### config.mk
export PLATFORM = sky130hd
export DESIGN_NAME = module_ctrl_despliegue
export DESIGN_NICKNAME = d
export VERILOG_FILES = /design/src/rtl/module_ctrl_despliegue.sv
export SDC_FILE = /design/constraint.sdc
export NUM_CORES = 1
export LEC_CHECK = 0
export CORE_MARGIN = 2
export CORE_UTILIZATION = 60
export CTS_CLUSTER_SIZE = 10
export DETAILED_ROUTE_END_ITERATION = 8
export PLACE_DENSITY = 0.81
export SETUP_SLACK_MARGIN = 0.15
export SYNTH_ARGS = -nofsm -noshare
export SYNTH_HDL_FRONTEND = slang
export SYNTH_SLANG_ARGS = --single-unit
### constraint.sdc
create_clock -name clk -period 3.5 [get_ports clk]
set_input_delay 0.7 -clock clk [delete_from_list [all_inputs] [get_ports clk]]
set_output_delay 0.7 -clock clk [all_outputs]
set_load 0.1 [all_outputs]
### src/rtl/module_ctrl_despliegue.sv
// Display sequencing for the 2-digit multiplier readout: one-hot source select (A/B/product) plus anode multiplexing.
// Optional LEADING_ZERO_BLANK_EN blanks a zero tens digit.
module module_ctrl_despliegue #(
  parameter int REFRESH_DIV = 27000,
  parameter int HOLD_CYCLES = 54000000
) (
  input  logic       clk,
  input  logic       rst,
  input  logic       a_valid,
  input  logic       b_valid,
  input  logic       m_valid,
  input  logic       dec_is_zero,
  output logic       load_a,
  output logic       load_b,
  output logic       load_m,
  output logic       dig_sel,
  output logic [1:0] anodo
);

  localparam int RW = (REFRESH_DIV > 1) ? $clog2(REFRESH_DIV) : 1;
  localparam int HW = (HOLD_CYCLES > 1) ? $clog2(HOLD_CYCLES) : 1;
  localparam logic [RW-1:0] REF_LAST  = RW'(REFRESH_DIV - 1);
  localparam logic [HW-1:0] HOLD_LAST = HW'(HOLD_CYCLES - 1);

  typedef enum logic [1:0] {S_IDLE, S_A, S_B, S_M} state_t;

  state_t          state_q, state_d;
  logic [HW-1:0]   hold_q, hold_d;
  logic [RW-1:0]   ref_q, ref_d;
  logic            m_seen_q, m_seen_d;
  logic            dig_sel_q, dig_sel_d;
  logic            load_a_q, load_a_d;
  logic            load_b_q, load_b_d;
  logic            load_m_q, load_m_d;
  logic [1:0]      anodo_q, anodo_d;
  logic            blank_tens;

`ifdef LEADING_ZERO_BLANK_EN
  assign blank_tens = dec_is_zero;
`else
  logic unused_dec_is_zero;
  assign unused_dec_is_zero = dec_is_zero;
  assign blank_tens = 1'b0;
`endif

  always_comb begin
    state_d  = state_q;
    hold_d   = hold_q;
    m_seen_d = m_seen_q;
    if (m_valid) begin
      state_d  = S_M;
      m_seen_d = 1'b1;
      hold_d   = '0;
    end else if (b_valid) begin
      state_d = S_B;
      hold_d  = '0;
    end else if (a_valid) begin
      state_d = S_A;
      hold_d  = '0;
    end else if (state_q == S_A || state_q == S_B) begin
      // Without a product yet, the operand stays up and the counter saturates.
      if (hold_q == HOLD_LAST) begin
        if (m_seen_q) begin
          state_d = S_M;
          hold_d  = '0;
        end
      end else begin
        hold_d = hold_q + 1'b1;
      end
    end

    // Refresh phase is independent of which source is shown.
    if (ref_q == REF_LAST) begin
      ref_d     = '0;
      dig_sel_d = ~dig_sel_q;
    end else begin
      ref_d     = ref_q + 1'b1;
      dig_sel_d = dig_sel_q;
    end

    load_a_d = (state_d == S_A);
    load_b_d = (state_d == S_B);
    load_m_d = (state_d == S_M);

    if (state_d == S_IDLE)    anodo_d = 2'b11;
    else if (!dig_sel_d)      anodo_d = 2'b10;
    else if (blank_tens)      anodo_d = 2'b11;
    else                      anodo_d = 2'b01;
  end

  always_ff @(posedge clk or negedge rst) begin
    if (!rst) begin
      state_q   <= S_IDLE;
      hold_q    <= '0;
      ref_q     <= '0;
      m_seen_q  <= 1'b0;
      dig_sel_q <= 1'b0;
      load_a_q  <= 1'b0;
      load_b_q  <= 1'b0;
      load_m_q  <= 1'b0;
      anodo_q   <= 2'b11;
    end else begin
      state_q   <= state_d;
      hold_q    <= hold_d;
      ref_q     <= ref_d;
      m_seen_q  <= m_seen_d;
      dig_sel_q <= dig_sel_d;
      load_a_q  <= load_a_d;
      load_b_q  <= load_b_d;
      load_m_q  <= load_m_d;
      anodo_q   <= anodo_d;
    end
  end

  assign load_a  = load_a_q;
  assign load_b  = load_b_q;
  assign load_m  = load_m_q;
  assign dig_sel = dig_sel_q;
  assign anodo   = anodo_q;

endmodule
# ---- Word level (Yosys, flattened, before mapping)
# Cells that the tools add are included.
dict set report classes {
  div 0
  reduce_logical 4
  order_cmp 0
  n_mux 16
  bitwise 1
  eq_ne 8
  n_shift 0
  add_sub_neg 2
  mul 0
}
# op n
set op_table {}
lappend op_table {{26-bit 2-to-1 mux} 6}
lappend op_table {{26-bit by 1-bit adder with 26-bit output, second input constant} 1}
lappend op_table {{26-bit equality test, second input constant} 1}
lappend op_table {{2-bit 2-to-1 mux} 8}
lappend op_table {{15-bit by 1-bit adder with 15-bit output, second input constant} 1}
lappend op_table {{15-bit equality test, second input constant} 1}
lappend op_table {{15-bit 2-to-1 mux} 1}
lappend op_table {{2-bit equality test, second input constant} 3}
lappend op_table {{5-bit inequality test, second input constant} 1}
lappend op_table {{2-bit by 1-bit equality test with 1-bit output, second input constant} 2}
lappend op_table {{4-bit nonzero test} 1}
lappend op_table {{2-bit zero test} 1}
lappend op_table {{2-bit AND reduction} 1}
lappend op_table {{1-bit logical OR} 1}
lappend op_table {{1-bit 2-to-1 mux} 1}
lappend op_table {{1-bit NOT} 1}
dict set report totals {
  regBits 50
  inputBits 6
  output_inout_bits 6
  wordCells 40
  latch_bits 0
  n_memories 0
  mem_bits_ro 0
  ram_bits 0
}

# ---- Depth between registers and ports, before layout
# Gate-level depths: netlist of run 1.
dict set report depth {
  ltp_word 8
  ltp_mapped 8
}

# ---- Least setup slack after synthesis of run 1
# Ideal clock, no wire load.
dict set report synth_path {
  kind {input port to flip-flop}
  start {input a_valid}
  end {register hold_q[25]}
  cell_stages 6
  arrival_time_ps 2044
  setup_time_ps 126
  required_ps 3374
  slack_ps 1330
  path_cell_list {or3_1 > clkbuf_1 > a21oi_1 > clkbuf_1 > a21oi_1 > mux2i_1}
}
dict set report synth_between {
  elab_chain_cells 3
  elab_cells_between_ends 6
}
# element line
set synth_rtl {}
lappend synth_rtl {{start, declared} 9} ;# input logic a_valid,
lappend synth_rtl {{26-bit 2-to-1 mux} 57} ;# end else if (a_valid) begin
lappend synth_rtl {{26-bit 2-to-1 mux} 54} ;# end else if (b_valid) begin
lappend synth_rtl {{26-bit 2-to-1 mux} 50} ;# if (m_valid) begin
lappend synth_rtl {{end signal, assigned} 104} ;# hold_q <= hold_d;
lappend synth_rtl {{end, declared} 28} ;# logic [HW-1:0] hold_q, hold_d;
# Several ways; a longest one is shown, not always the timed one.
# A chain may end at the register's enable or synchronous reset.

# ---- Final worst setup path of run 1
dict set report layout_path {
  start {input b_valid}
  end {register hold_q[23]}
}
dict set report layout_between {
  elab_chain_cells 2
  elab_cells_between_ends 5
}
# element line
set layout_rtl {}
lappend layout_rtl {{start, declared} 10} ;# input logic b_valid,
lappend layout_rtl {{5-bit inequality test (no line) (tied with other cells)} --}
lappend layout_rtl {{2-bit AND reduction (no line) or 26-bit 2-to-1 mux (tied branches)} --}
# Several ways; a longest one is shown, not always the timed one.

==> reports/qor.yml, run 1 <==
finish:
  multi_input_area_mm2: 0.00136
  diodes: 0
  area_delta_synth_final_pct: 8.68
  nFillCells: 349
  design.final.nets: 310
  regArea_mm2: 0.00125
  share_of_cells_above_drive_strength_1_pct: 7.59
floorplan:
  floorplan.die.width_um: 71.2
  die_y_um: 71.2
  starting_density_pct: 62.3
  core_ar_mm2: 0.00435
  placement_rows: 24
  ioPinCount: 12
  die-area_mm2: 0.00507
detailed_routing:
  m1WireLength_mm: 2.70
  topRoutingLayerUsed: "met4"
  drt-pass1-iter-count: 7
  average_wire_length_per_cell_after_detail_routing_um: 16.7
  drt_first_iter_violations: 305
  met3_wirelength_um: 321
  met2WireLength_mm: 2.83
  detail_route.vias_per_cell: 6.46
  drt_wl_total_mm: 5.94
  route.antenna.remaining_nets: 0
  routed-via-count: 2293
  drc: 0
clock_network:
  cts_num_sinks: 50
  cts_tree: "built"
  clock_latency_ns: 0.31
  cts-buffers-inserted: 5
  post_cts_hold_buffer_count: 0
  worst_setup_hold_path_clk_slew_ns: 0.09
  cts_buffer_depth: 2
  htreeDepth: 2
  cts-root-buf: "clkbuf_8"
  cts_setup_buffers: 0
  cts_resized: 0
sta:
  finClkSkew_ns: 0.00493
  final.period_utilization_pct: 72.6
  rsz_0062_raised_after_global_routing: "false"
  fin_tns_setup_ns: 0
  min_period_ns: 2.54
  timing.final.max_slew_violations: 0
  worst_slack_ns: 0.959
  slew_headroom_pct: 26.8
  final-hold-violation-count: 0
  achievable-frequency_ghz: 0.393
  tightestPinTransition_ns: 1.10
  setup-violations-final: 0
worst_setup_path:
  worst_path_required_time_ns: 3.68
  r2r-start: "hold_q[0]"
  worst-r2r-cell-count: 6
  critPathKind: "in2reg"
  worstPathMaxFanout: 8
  critical_path_arrival_ns: 2.72
  end_kind: "flip-flop"
  timing.critical_path.from_type: "input pin"
  startpoint: "b_valid"
pwr:
  power.leakage_nw: 1.14
  switching_share_pct: 25.7
  cell_internal_pwr_mw: 0.743
  powerDensity_mw_per_mm2: 340
  combinationalPowerShare_pct: 8.3
  power.total_mw: 1.00
  share_seq_of_total_power_pct: 58.4
  netSwitchingPower_mw: 0.258
  share_clk_of_total_power_pct: 33.3
  power.ir.vdd_worst_mv: 0.267
run_status:
  outcome: "finished clean"
min_path:
  timing.hold.worst.class: "reg2reg"
  hold_path.startpoint: "ref_q[0]"
  min_path_cells: 1
yosys:
  sequential_to_total_area_share_from_yosys_stat_pct: 46.2
  syn-cell-area_mm2: 0.00271
  synthesis.area_per_instance_um2: 9.25
  post_synth_edffs: 0
  synth_cells: 293
  postSynthNetCount: 301
  synth-async-reset-ratio_pct: 100
  netlist-cell-type-count: 51
  synth-main-ff-cell: "dfrtp_1"
  synthesis.yosys.warnings: 0
  synth_seq_cells: 50
job:
  timing.max_cap.violations: 0
placement:
  detailedPlace.worstSlack_ns: 0.649
  place.detailed.hpwl_mm: 4.21
  port_buffers: 10
  gpl.final_weighted_congestion: 0.941
grt:
  globalRouteOverflowTotal: 0
  grt.total_usage_pct: 25.5
  first_pass_grt_wire_length_mm: 10.2
  number_of_antenna_violations_at_the_first_check_in_global_routing: 0
  grt_start_max_net_pins: 51
  grt_pass1_vias: 2139
[logic make-up after synthesis]
kind of cell    after synthesis  share of synthesized area [%]
simple gates                141                           27.7
compound gates               51                           13.1
flops                        50                           46.2
xor+xnor                     23                           7.43
buf+inv                      23                           3.46
mux                           3                           1.15
fa+ha+maj                     2                          0.923
[registers in the layout, summed over array words and instances (netlist names)]
register  flops
hold_q       26
ref_q        15
anodo         2
state_q       2
dig_sel       1
load_a        1
load_b        1
load_m        1
m_seen_q      1
[area by class of cell]
cell class                 instances  share of cell area [%]
sequential                        50                    42.5
clock buffer                       6                    2.46
inverter                           7                   0.892
multi-input combinational        220                    46.3
timing repair buffer              18                    5.10
tap                               52                    2.21
clock inverter                     2                   0.510
[worst paths after layout]
path	end	slack, ns
worst max-delay path	hold_q[23]	0.96
worst min-delay path	ref_q[0]	0.47
worst max register to register	hold_q[24]	1.14
worst min register to register	ref_q[0]	0.47
max in group asynchronous	hold_q[19]	2.24
min in group asynchronous	ref_q[11]	0.59
[critical path, stage by stage]
cell             delay, ns
clkdlybuf4s50_1       0.58
or3_1                 0.32
buf_4                 0.23
o211ai_1              0.09
or3_1                 0.37
o41ai_1               0.30
a21oi_1               0.12
[synthesized netlist by cell type (all sizes together) (4+ instances only)]
master / n / area [um^2]
and3: 5 / 31.3
inv: 7 / 26.3
nand4: 17 / 106
a31oi: 6 / 37.5
nor2: 27 / 101
or3: 9 / 56.3
buf: 6 / 30.0
nor3: 14 / 70.1
o21ai: 6 / 30.0
nand2: 21 / 78.8
clkbuf: 10 / 37.5
xnor2: 12 / 105
and4: 5 / 43.8
or2: 4 / 25.0
xor2: 11 / 96.3
a21oi: 12 / 60.1
dfrtp: 48 / 1200
nand3: 22 / 110
[power by group through the flow]
stage	logic [mW]	clock network, mW	registers, mW
finish	0.0827	0.334	0.584
detailed placement	0.0822	0	0.596
CTS	0.0825	0.345	0.584
global placement	0.0818	0	0.596
floorplan	0.0300	0	0.611
global route	0.0904	0.368	0.585
[per-stage QoR]
stage | utilization, % | cells | area [um^2] | hold WS [ns]
6_report | 67.7 | 355 | 2950 | 0.465
5_1_grt | 67.7 | 355 | 2950 | 0.490
4_1_cts | 67.7 | 355 | 2950 | 0.465
3_5_place_dp | 65.7 | 347 | 2860 | 0.453
3_3_place_gp | 65.7 | 347 | 2860 | 0.442
2_1_floorplan | - | 293 | 2710 | 0.404
[layout by cell type, fill, tap and decap left out, drive strengths merged, types with 4 or more instances in the layout]
| master | synthesis | routed |
|---|---|---|
| dfrtp | 48 | 48 |
| nor2 | 27 | 27 |
| nand3 | 22 | 22 |
| nand2 | 21 | 21 |
| nand4 | 17 | 17 |
| nor3 | 14 | 14 |
| xnor2 | 12 | 12 |
| a21oi | 12 | 12 |
| xor2 | 11 | 11 |
| buf | 6 | 11 |
| or3 | 9 | 9 |
| inv | 7 | 7 |
| clkdlybuf4s50 | 0 | 7 |
| a31oi | 6 | 6 |
| o21ai | 6 | 6 |
| clkbuf | 10 | 6 |
| and3 | 5 | 5 |
| and4 | 5 | 5 |
| or2 | 4 | 4 |
[metal layers]
metal | GRT usage (%) | vias up
met5 | 0 | -
met4 | 7.34 | 0
met3 | 4.92 | 12
met2 | 40.0 | 89
met1 | 36.4 | 1094
li1 | - | 1098
(Power assumes the default switching activity.)
==> run 2: changes to the inputs <==
Settings changed: CORE_UTILIZATION 60 to 54, PLACE_DENSITY 0.81 to 0.77.
Clock period 3.5 ns to 2.25 ns, I/O delays scaled along.
==> run 2 against run 1 <==
  * Setup slack worse by 0.76 ns
  * Combinational power up 85%
  * Final cell count up 11%
==> reports/qor.yml, run 2 (synthesized netlist as in run 1, its figures left out) <==
finish:
  final_common_cell: "dfrtp_1"  # unchanged
  design.final.nets: 335  # was 310
  regArea_mm2: 0.00126  # was 0.00125 mm^2
  finish.utilization_pct: 66.9  # was 67.7%
  max_flop_register: "hold_q"  # unchanged
  reg.largest.list: "hold_q (26), ref_q (15)"  # unchanged
  share_of_cells_above_drive_strength_1_pct: 19.5  # was 7.59%
  finalInstanceArea_mm2: 0.00320  # was 0.00295 mm^2
  multi_input_area_mm2: 0.00140  # was 0.00136 mm^2
  area_delta_synth_final_pct: 18.1  # was 8.68%
  largest_reg_flops: 26  # unchanged
  diodes: 0  # unchanged
  nFillCells: 376  # was 349
  final_cell_mix: "dfrtp_1 (46), buf_4 (38), nor2_1 (27)"  # was dfrtp_1 (48), nor2_1 (27), nand3_1 (22)
grt:
  globalRouteOverflowTotal: 0  # unchanged
  grt.total_usage_pct: 24.2  # was 25.5%
  number_of_antenna_violations_at_the_first_check_in_global_routing: 0  # unchanged
  first_pass_grt_wire_length_mm: 10.4  # was 10.2 mm
  grt_start_max_net_pins: 30  # was 51
  grt_pass1_vias: 2317  # was 2139
detailed_routing:
  drt_wl_total_mm: 6.39  # was 5.94 mm
  detail_route.vias_per_cell: 6.11  # was 6.46
  drt-pass1-iter-count: 4  # was 7
  routed-via-count: 2414  # was 2293
  average_wire_length_per_cell_after_detail_routing_um: 16.2  # was 16.7 um
  drc: 0  # unchanged
  route.antenna.remaining_nets: 0  # unchanged
  drt_first_iter_violations: 170  # was 305
placement:
  port_buffers: 10  # unchanged
  dpl-instance-area_mm2: 0.00304  # was 0.00286 mm^2
  gpl.final_weighted_congestion: 0.901  # was 0.941
  place.detailed.hpwl_mm: 4.32  # was 4.21 mm
worst_setup_path:
  critical_path_arrival_ns: 2.24  # was 2.72 ns
  end_kind: "flip-flop"  # unchanged
  worst_path_required_time_ns: 2.44  # was 3.68 ns
  r2r-start: "hold_q[1]"  # was hold_q[0]
  startpoint: "hold_q[1]"  # was b_valid
  worstPathMaxFanout: 4  # was 8
  timing.critical_path.from_type: "flip-flop"  # was input pin
  critPathKind: "reg2reg"  # was in2reg
clock_network:
  cts_buffer_depth: 2  # unchanged
  worst_setup_hold_path_clk_slew_ns: 0.10  # was 0.09 ns
  cts_tree: "built"  # unchanged
  cts-buffers-inserted: 5  # unchanged
  post_cts_hold_buffer_count: 0  # unchanged
  htreeDepth: 2  # unchanged
  clock_latency_ns: 0.31  # about the same
  cts_num_sinks: 50  # unchanged
  cts-root-buf: "clkbuf_8"  # unchanged
sta:
  achievable-frequency_ghz: 0.488
  slew_headroom_pct: 53.8  # was 26.8%
  min_period_ns: 2.05
  timing.final.max_slew_violations: 0  # unchanged
  holdWs_ns: 0.109  # was 0.465 ns
  final-hold-violation-count: 0  # unchanged
  rsz_0062_raised_after_global_routing: "true"  # was false
  final.period_utilization_pct: 91.1
  tightestPinTransition_ns: 0.687  # was 1.10 ns
  setup-violations-final: 0  # unchanged
  finClkSkew_ns: 0.00982  # was 0.00493 ns
  fin_tns_setup_ns: 0  # unchanged
pwr:
  power.ir.vdd_worst_mv: 0.320  # was 0.267 mV
  powerDensity_mw_per_mm2: 499  # was 340 mW/mm^2
  power.leakage_nw: 1.28  # was 1.14 nW
floorplan:
  die_y_um: 74.9  # was 71.2 um
  placement_rows: 25  # was 24
  ioPinCount: 12  # unchanged
  die-area_mm2: 0.00560  # was 0.00507 mm^2
  starting_density_pct: 56.7  # was 62.3%
  core_ar_mm2: 0.00479  # was 0.00435 mm^2
  floorplan.die.width_um: 74.9  # was 71.2 um
job:
  timing.max_cap.violations: 0  # unchanged
run_status:
  outcome: "finished clean"  # unchanged
min_path:
  timing.hold.worst.class: "in2async"  # was reg2reg
run 2: worst paths after layout:
| check | endpoint | slack [ns] | depth (start not counted) |
|---|---|---|---|
| worst max register to register | hold_q[18] | 0.20 | 7 |
| worst min-delay path | ref_q[5] | 0.11 | 1 |
| min in group clk | ref_q[0] | 0.46 | 1 |
| worst min register to register | ref_q[0] | 0.46 | 1 |
| worst max-delay path | hold_q[18] | 0.20 | 7 |
| max in group asynchronous | anodo[0] | 1.54 | 2 |
run 2: metrics by stage:
stage | cells | setup WS (ns) | power, mW
after floorplan | 293 | 0.296 | 0.997
after global placement | 383 | 0.0779 | 1.07
after detailed placement | 383 | 0.0386 | 1.08
after CTS | 391 | 0.187 | 1.61
after global routing | 395 | 0.129 | 1.66
final | 395 | 0.201 | 1.60
run 2: report_power, final:
part,internal [mW],switching (mW)
Sequential,0.904,0.00470
Combinational,0.0497,0.104
Clock,0.225,0.310
Total,1.18,0.418
run 2: critical path, cell delays in order, from the launching register on:
cell	delay, ns
dfrtp_1	0.42
ha_2	0.24
and4_1	0.25
buf_4	0.14
nand4_1	0.17
a2111oi_1	0.48
xnor2_1	0.19
nor2_1	0.06
run 2: layout make-up:
class / instances / share of cell area, %
clock inverter: 3 / 0.781
multi-input combinational: 220 / 43.8
timing repair buffer: 43 / 10.6
tap: 67 / 2.62
clock buffer: 5 / 2.15
sequential: 50 / 39.2
inverter: 7 / 0.820
run 2: timing repair:
item | in CTS | in global routing
setup endpoints to repair | 6 | 23
resized for setup | 2 | 10
setup buffers | 0 | 4
pin swaps | 0 | 2
run 2: per-layer routing:
| layer | global-route usage, % | vias up | wire length (um) |
|---|---|---|---|
| met1 | 30.7 | 1133 | 2750 |
| met5 | 0 | - | 0 |
| met3 | 5.35 | 37 | 361 |
| met2 | 38.1 | 102 | 2950 |
| met4 | 14.3 | 0 | 333 |
| li1 | - | 1142 | - |
